**config.mk**
```make
export PLATFORM = sky130hd
export DESIGN_NAME = clock_divider_bank
export DESIGN_NICKNAME = d
export VERILOG_FILES = /design/src/rtl/clock_divider_bank.sv
export SDC_FILE = /design/constraint.sdc
export NUM_CORES = 1
export LEC_CHECK = 0
export CAP_MARGIN = 20
export CORE_MARGIN = 2
export CORE_UTILIZATION = 50
export CTS_CLUSTER_DIAMETER = 120
export DETAILED_ROUTE_END_ITERATION = 10
export GPL_TIMING_DRIVEN = 0
export HOLD_SLACK_MARGIN = 0.1
export PLACE_DENSITY = 0.66
export RECOVER_POWER = 50
export SLEW_MARGIN = 30
export SYNTH_ARGS = -nofsm -noshare
export SYNTH_HDL_FRONTEND = slang
export SYNTH_SLANG_ARGS = --single-unit
```
**constraint.sdc**
```tcl
create_clock -name clk_in -period 12.5 [get_ports clk_in]
set_input_delay 1.25 -clock clk_in [delete_from_list [all_inputs] [get_ports clk_in]]
set_output_delay 1.25 -clock clk_in [all_outputs]
set_load 0.01 [all_outputs]
```
**src/rtl/clock_divider_bank.sv**
```systemverilog
// Bank of independent programmable clock dividers sharing one input clock.
// Each channel produces a near-50% divided clock plus a one-cycle tick per period.
module clock_divider_bank #(
    parameter int NUM_CH      = 4,
    parameter int DIV_W       = 24,
    parameter int DEFAULT_DIV = 10_000_000,
    localparam int CH_W       = (NUM_CH > 1) ? $clog2(NUM_CH) : 1
) (
    input  logic              clk_in,
    input  logic              reset,
    input  logic [NUM_CH-1:0] ch_en,
    input  logic              cfg_valid,
    input  logic [CH_W-1:0]   cfg_ch,
    input  logic [DIV_W-1:0]  cfg_div,
    output logic              cfg_ack,
    output logic              cfg_err,
    output logic [NUM_CH-1:0] clk_out,
    output logic [NUM_CH-1:0] tick_out
);

    localparam logic [DIV_W-1:0] DEF_D = DIV_W'(DEFAULT_DIV);

    logic [NUM_CH-1:0] hit;

    always_ff @(posedge clk_in) begin
        if (reset) begin
            cfg_ack <= 1'b0;
            cfg_err <= 1'b0;
        end else begin
            cfg_ack <= cfg_valid && (|hit);
            cfg_err <= cfg_valid && !(|hit);
        end
    end

    for (genvar g = 0; g < NUM_CH; g++) begin : g_ch
        logic [DIV_W-1:0] cnt, d_act, shadow;
        logic [DIV_W-1:0] cnt_n, d_n, shadow_n;
        logic             pending, pending_n;
        logic             apply, run, clk_n, tick_n, clk_q, tick_q;

        assign hit[g] = cfg_valid && (cfg_ch == CH_W'(g));

        // A write landing in the boundary cycle is folded in before the
        // transfer decision, so it takes effect at that same boundary.
        always_comb begin
            apply    = 1'b0;
            cnt_n    = cnt + DIV_W'(1);
            shadow_n = hit[g] ? cfg_div : shadow;
            if (!ch_en[g] || (d_act == '0)) begin
                cnt_n = '0;
                apply = 1'b1;
            end else if (cnt == d_act - DIV_W'(1)) begin
                cnt_n = '0;
                apply = 1'b1;
            end
            d_n       = (apply && (hit[g] || pending)) ? shadow_n : d_act;
            pending_n = (hit[g] || pending) && !apply;
            run       = ch_en[g] && (d_n != '0);
            clk_n     = run && (cnt_n >= (d_n >> 1));
            tick_n    = run && (cnt_n == d_n - DIV_W'(1));
        end

        always_ff @(posedge clk_in) begin
            if (reset) begin
                cnt     <= '0;
                d_act   <= DEF_D;
                shadow  <= DEF_D;
                pending <= 1'b0;
                clk_q   <= 1'b0;
                tick_q  <= 1'b0;
            end else begin
                cnt     <= cnt_n;
                d_act   <= d_n;
                shadow  <= shadow_n;
                pending <= pending_n;
                clk_q   <= clk_n;
                tick_q  <= tick_n;
            end
        end

        assign clk_out[g]  = clk_q;
        assign tick_out[g] = tick_q;
    end

endmodule
```
### Word level (Yosys, flattened, before mapping)

Cells that the tools add are included.
Widths: inputs -> output; s select.

* bits in latches: 0
* bits in registers: 302
* memories kept: 0
* bits in writable memories: 0
* bits in read-only memories: 0

* multiply operators: 0
* $lt $le $gt $ge: 4
* shift operators: 0
* add/sub/neg operators: 12
* reduce and logical (&&, ||, !) cells: 53
* muxes and demuxes: 24
* bitwise gates (word level): 0
* eq/ne operators: 11
* divide/modulo/power cells: 0

Operator list (number)
* $mux 24: 16
* $eq 24x24->1: 8
* $sub 24x1->24 const B: 8
* $add 24x1->24 const B: 4
* $ge 24x23->1: 4
* $logic_not 24->1: 4
* $reduce_bool 24->1: 4
* $logic_and 1x1->1: 26
* $logic_not 1->1: 9
* $logic_or 1x1->1: 8
* $mux 1: 8
* $eq 2x2->1 const B: 2
* $reduce_or 4->1: 1
* $eq 2x1->1 const B: 1
* $logic_not 2->1: 1

### Longest topological paths before layout

* depth in word-level cells: 9
* depth in mapped cells: 33

### Worst setup path before layout

No wires, ideal clock.

* path kind: register to register
* start: register g_ch[2].d_act[0]
* end: register g_ch[2].tick_q
* slack: 6.512 ns
* buffers on the path: 7
* stages on the path, launching flop included: 27
* arrival: 5.884 ns
* library setup time: 0.103 ns
* cells stage by stage: dfxtp_1 clkbuf_1 inv_1 ha_1 nor3b_1 nand3_1 nor3_1 mux2_2 o21ai_1 nand4_1 nand2_2 buf_4 buf_4 buf_2 clkbuf_1 clkbuf_1 nand2_1 o21ai_0 ha_1 clkbuf_1 nand2_1 mux2_2 nor3_1 a2111oi_0 o311a_1 or4_1 a2111oi_2

* word-level cells in the longest chain between the ends: 9

RTL lines
* start, declared: RTL line 36 `logic [DIV_W-1:0] cnt, d_act, shadow;`
* start signal, assigned: RTL line 73 `d_act <= d_n;`
* $sub 24x1->24: RTL line 52 `end else if (cnt == d_act - DIV_W'(1)) begin`
* $eq 24x24->1: RTL line 52
* $mux 1: RTL line 52
* $mux 1: RTL line 49 `if (!ch_en[g] || (d_act == '0)) begin`
* $logic_and 1x1->1: RTL line 56 `d_n = (apply && (hit[g] || pending)) ? shadow_n : d_act;`
* $mux 24: RTL line 56
* $sub 24x1->24 / $reduce_bool 24->1 (equally long branches): RTL line 60, 58
* $eq 24x24->1 / $logic_and 1x1->1 (equally long branches): RTL line 60, 58
* $logic_and 1x1->1 *: RTL line 60 `tick_n = run && (cnt_n == d_n - DIV_W'(1));`
* end signal, assigned: RTL line 77 `tick_q <= tick_n;`
* end, declared: RTL line 39 `logic apply, run, clk_n, tick_n, clk_q, tick_q;`

Mark *: on every way between the ends. The rest lies on a longest branch, timed or not.
A chain may end at the register's enable or synchronous reset.

### Worst setup path in the final report

Ends and elaborated chain as after synthesis.

==> run_summary.xml <==
<?xml version="1.0" encoding="UTF-8"?>
<metrics>
  <group name="logic_synthesis">
    <metric name="postSynth.topFlopCell" unit="">dfxtp_1</metric>
    <metric name="synth_enable_flop_cells" unit="">0</metric>
    <metric name="synth.yosys.seq_area_share" unit="">0.255</metric>
    <metric name="synth_adder_area_share" unit="">0.0569</metric>
    <metric name="mappedNetlistArea" unit="µm²">23700</metric>
    <metric name="synth_top_family_by_area" unit="">simple AND/OR/NAND/NOR gates</metric>
    <metric name="synth.net_count" unit="">3260</metric>
    <metric name="syn_inst" unit="">3119</metric>
    <metric name="ys_seq_elements" unit="">302</metric>
    <metric name="post_synth_mux_area_share" unit="">0.0588</metric>
    <metric name="syn_avg_cell_area" unit="µm²">7.61</metric>
    <metric name="async_flop_share" unit="">0</metric>
    <metric name="synthSimpleGateAreaFrac" unit="">0.305</metric>
    <metric name="netlist-cell-type-count" unit="">103</metric>
    <metric name="xor_and_xnor_fraction_of_the_mapped_netlist_area" unit="">0.107</metric>
    <metric name="yosysWarningCount" unit="">0</metric>
    <metric name="fraction_of_the_mapped_netlist_area_in_compound_gates" unit="">0.171</metric>
  </group>
  <group name="timing">
    <metric name="report.final.setup_viol" unit="">0</metric>
    <metric name="min_period_over_period" unit="">0.778</metric>
    <metric name="clock-skew-final" unit="ns">0.0171</metric>
    <metric name="worst_pin_slew" unit="ns">1.63</metric>
    <metric name="finalWorstPathRequiredPeriod" unit="ns">9.72</metric>
    <metric name="final.setup.tns" unit="ns">0</metric>
    <metric name="hold_violations" unit="">0</metric>
    <metric name="setup_repair_after_global_routing_missed_its_margin" unit="">false</metric>
    <metric name="max_slew_margin" unit="">-0.0967</metric>
    <metric name="slew_violations" unit="">11</metric>
    <metric name="timing.fmax" unit="MHz">103</metric>
  </group>
  <group name="hold_path">
    <metric name="hold_path_class" unit="">reg2reg</metric>
    <metric name="whs_path_depth" unit="">2</metric>
    <metric name="sink_of_the_worst_hold_path" unit="">g_ch[0].shadow[7]</metric>
    <metric name="hp-start" unit="">g_ch[0].shadow[7]</metric>
  </group>
  <group name="die">
    <metric name="dieArea" unit="µm²">49300</metric>
    <metric name="ios" unit="">43</metric>
    <metric name="chipWidth" unit="µm">222</metric>
    <metric name="rows" unit="">79</metric>
    <metric name="floorplan.core_area" unit="µm²">46800</metric>
    <metric name="initial_util" unit="">0.508</metric>
    <metric name="die_h" unit="µm">222</metric>
  </group>
  <group name="cells_and_area">
    <metric name="final_cell_count_no_fill" unit="">3829</metric>
    <metric name="design.final.nets" unit="">3335</metric>
    <metric name="sequential_cell_area" unit="µm²">6050</metric>
    <metric name="nFillCells" unit="">4594</metric>
    <metric name="antenna-diode-count" unit="">0</metric>
    <metric name="layout-drive-gt1-share" unit="">0.0593</metric>
    <metric name="final_cell_area" unit="µm²">26300</metric>
    <metric name="areaGrowthSynthToFinish" unit="%">10.7</metric>
    <metric name="multiInputGateArea" unit="µm²">16600</metric>
  </group>
  <group name="clock_tree">
    <metric name="cts_tree" unit="">done</metric>
    <metric name="cts_root_buf" unit="">clkbuf_16</metric>
    <metric name="worst_skew_pair.late_latency" unit="ns">0.58</metric>
    <metric name="cts_max_path_buffers" unit="">3</metric>
    <metric name="tritoncts_num_sinks" unit="">302</metric>
    <metric name="post_cts.resized_instances" unit="">0</metric>
    <metric name="numCtsBuffers" unit="">38</metric>
    <metric name="post-cts-setup-buffers" unit="">0</metric>
    <metric name="path_clk_slew" unit="ns">0.06</metric>
    <metric name="hold_buffers" unit="">0</metric>
    <metric name="cts_htree_levels" unit="">2</metric>
  </group>
  <group name="pwr">
    <metric name="vdd.ir_drop.worst" unit="µV">102</metric>
    <metric name="cellPowerDensity" unit="nW/µm²">106</metric>
    <metric name="leakagePower" unit="µW">0.0104</metric>
  </group>
  <group name="global_routing">
    <metric name="grt.total_usage" unit="">0.380</metric>
    <metric name="grt-ovfl-total" unit="">0</metric>
    <metric name="grt_first_pass_wirelength" unit="mm">145</metric>
    <metric name="grt_max_degree" unit="">13</metric>
    <metric name="grt_antenna_before_repair" unit="">0</metric>
    <metric name="first_global_vias" unit="">24024</metric>
  </group>
  <group name="critical_path">
    <metric name="cp_cell_sequence" unit="">clkbuf_1, inv_1, ha_1, nor3b_1, nand3_1, nor3_1, mux2_2, o21ai_0, nand4_1, nand2_2, buf_4, buf_4, buf_2, clkbuf_1, clkbuf_1, nand2_1, o21ai_0, ha_1, clkbuf_1, a21oi_1, mux2_2, a2111oi_0, or4b_1, a2111oi_2</metric>
    <metric name="worst_path_max_delay_cell" unit="">o21ai_0</metric>
    <metric name="reg2reg_to" unit="">g_ch[2].tick_q</metric>
    <metric name="type_of_the_worst_setup_path" unit="">reg2reg</metric>
    <metric name="setup.reg_to_reg.worst_slack" unit="ns">2.78</metric>
    <metric name="worst_ep_required_time" unit="ns">12.94</metric>
    <metric name="cpPeakStageDelay" unit="ns">0.92</metric>
    <metric name="timing.critical_path.arrival" unit="ns">10.16</metric>
    <metric name="timing.critical_path.to_type" unit="">register</metric>
    <metric name="crit-reg2reg-launch" unit="">g_ch[2].d_act[0]</metric>
    <metric name="critPathBufInv" unit="">8</metric>
    <metric name="worstRegToRegCells" unit="">24</metric>
    <metric name="cp-start-kind" unit="">register</metric>
    <metric name="crit_family" unit="">simple AND/OR/NAND/NOR gates</metric>
    <metric name="crit_path_frequent_cell" unit="">clkbuf_1</metric>
    <metric name="path_max_fanout" unit="">10</metric>
  </group>
  <group name="place">
    <metric name="dp_hpwl" unit="mm">74.0</metric>
    <metric name="dp_cells" unit="">3761</metric>
    <metric name="place_area" unit="µm²">24900</metric>
    <metric name="numPortBuffers" unit="">34</metric>
    <metric name="gp_routability_congestion" unit="">1.02</metric>
  </group>
  <group name="drt">
    <metric name="num_vias" unit="">24944</metric>
    <metric name="detailroute.wirelength.met3" unit="mm">8.44</metric>
    <metric name="drt-met1-wl" unit="mm">40.2</metric>
    <metric name="firstDrtPassIters" unit="">6</metric>
    <metric name="dr_wl_met2" unit="mm">42.1</metric>
    <metric name="drt-total-wl" unit="mm">96.0</metric>
    <metric name="detail-route-antenna-nets" unit="">0</metric>
    <metric name="dr.max_layer_used" unit="">met4</metric>
    <metric name="first_iter_violations" unit="">2656</metric>
    <metric name="drt-vias-per-instance" unit="">6.51</metric>
    <metric name="detail_route.wl_per_cell" unit="µm">25.1</metric>
    <metric name="drc_errors" unit="">0</metric>
  </group>
  <group name="outcome">
    <metric name="violations" unit="">max-capacitance violations, max-slew violations</metric>
    <metric name="outcome" unit="">finished, violations left</metric>
  </group>
  <group name="run">
    <metric name="cap_viol_max_count" unit="">1</metric>
  </group>
</metrics>
-- logic make-up after synthesis --
logic type               Yosys count
AO/OA/AOI/OAI                    611
XOR/XNOR                         280
adder cells (fa/ha/maj)          108
buffers and inverters            256
flip-flops                       302
multiplexers                     138
other                              1
AND/OR/NAND/NOR                 1423
-- registers in the layout (all words and copies together) (netlist names) --
name,cells
g_ch.clk_q,4
cfg_err,1
g_ch.pending,4
g_ch.shadow,96
g_ch.tick_q,4
g_ch.d_act,96
g_ch.cnt,96
cfg_ack,1
-- how the worst max path moves through the flow --
| stage | slack (ns) | to | startpoint | cells after the start |
|---|---|---|---|---|
| 5_1_grt | 2.40 | g_ch[2].tick_q | g_ch[2].d_act[0] | 24 |
| 2_1_floorplan | 6.51 | g_ch[2].tick_q | g_ch[2].d_act[0] | 26 |
| 4_1_cts | 3.43 | g_ch[2].tick_q | g_ch[2].d_act[0] | 24 |
| 3_3_place_gp | 3.41 | g_ch[2].tick_q | g_ch[2].d_act[0] | 24 |
| 6_report | 2.78 | g_ch[2].tick_q | g_ch[2].d_act[0] | 24 |
| 3_5_place_dp | 3.44 | g_ch[2].tick_q | g_ch[2].d_act[0] | 24 |
-- cell type report --
cell class / instances / share of cell area
tap: 607 / 0.0289
clock inverter: 18 / 0.0131
sequential: 302 / 0.230
inverter: 57 / 0.00814
clock buffer: 50 / 0.0437
buffer: 199 / 0.0328
multi-input combinational: 2561 / 0.630
timing repair buffer: 35 / 0.0131
-- stage by stage --
| stage | util | setup WS [ns] | total power, µW | hold WS (ns) |
|---|---|---|---|---|
| floorplan | - | 6.51 | 1290 | 0.455 |
| global placement | 0.531 | 3.41 | 1440 | 0.487 |
| detailed placement | 0.532 | 3.44 | 1440 | 0.508 |
| CTS | 0.564 | 3.43 | 2770 | 0.524 |
| global route | 0.563 | 2.40 | 2850 | 0.557 |
| finish | 0.563 | 2.78 | 2780 | 0.523 |
-- cell usage after synthesis, types with 25 or more instances --
library cell | n | area (µm²)
nor2_1 | 425 | 1600
dfxtp_1 | 302 | 6050
nand2_1 | 248 | 931
xnor2_1 | 162 | 1420
o21ai_0 | 150 | 751
nor3_1 | 135 | 676
a21oi_1 | 130 | 651
clkbuf_1 | 127 | 477
mux2i_1 | 126 | 1260
nand3_1 | 121 | 606
xor2_1 | 112 | 981
ha_1 | 108 | 1350
nand2b_1 | 86 | 538
inv_1 | 56 | 210
nand4_1 | 55 | 344
and3_1 | 52 | 325
nor4_1 | 50 | 313
a21o_1 | 49 | 368
or3_1 | 47 | 294
nor2b_1 | 39 | 244
buf_2 | 34 | 170
o211ai_1 | 33 | 248
a211oi_1 | 27 | 203
or4_1 | 27 | 203
o31ai_1 | 25 | 188
-- where the power goes --
group	switching [µW]	leakage (µW)	total, µW	internal, µW
Clock	490	0.000735	1340	851
Combinational	295	0.00720	435	140
Sequential	18.3	0.00245	1000	984
Total	803	0.0104	2780	1980
-- metal layers --
metal  vias up  GRT usage
met5         -          0
met4         0      0.200
met3       301     0.0694
met2      1296      0.595
met1     12021      0.497
li1      11326          -
-- placed cells by master, fill, tap and decap left out, drive strengths merged, types with 24 or more instances in the layout --
| cell type | netlist | final |
|---|---|---|
| and2 | 24 | 24 |
| a21o | 49 | 49 |
| nor3 | 136 | 136 |
| nor2 | 428 | 428 |
| o31ai | 27 | 27 |
| and3 | 52 | 52 |
| dfxtp | 302 | 302 |
| a31oi | 24 | 24 |
| a211oi | 27 | 27 |
| inv | 56 | 56 |
| nand2b | 86 | 86 |
| nor2b | 39 | 39 |
| nand3 | 122 | 122 |
| nand2 | 250 | 250 |
| xnor2 | 162 | 162 |
| nor4 | 60 | 60 |
| or4 | 29 | 29 |
| nand4 | 56 | 56 |
| or3 | 47 | 47 |
| clkbuf | 131 | 194 |
| a21oi | 134 | 134 |
| o21ai | 157 | 157 |
| mux2i | 126 | 126 |
| ha | 108 | 108 |
| buf | 68 | 56 |
| o211ai | 33 | 33 |
| xor2 | 112 | 112 |
-- worst min-delay path: cells and delay by family, from the launching register on --
| kind | cells | cell delay [ns] |
|---|---|---|
| DFF | 1 | 0.33 |
| and+or+nand+nor | 1 | 0.07 |
| muxes | 1 | 0.09 |
Power figures use the tool's default switching activity.
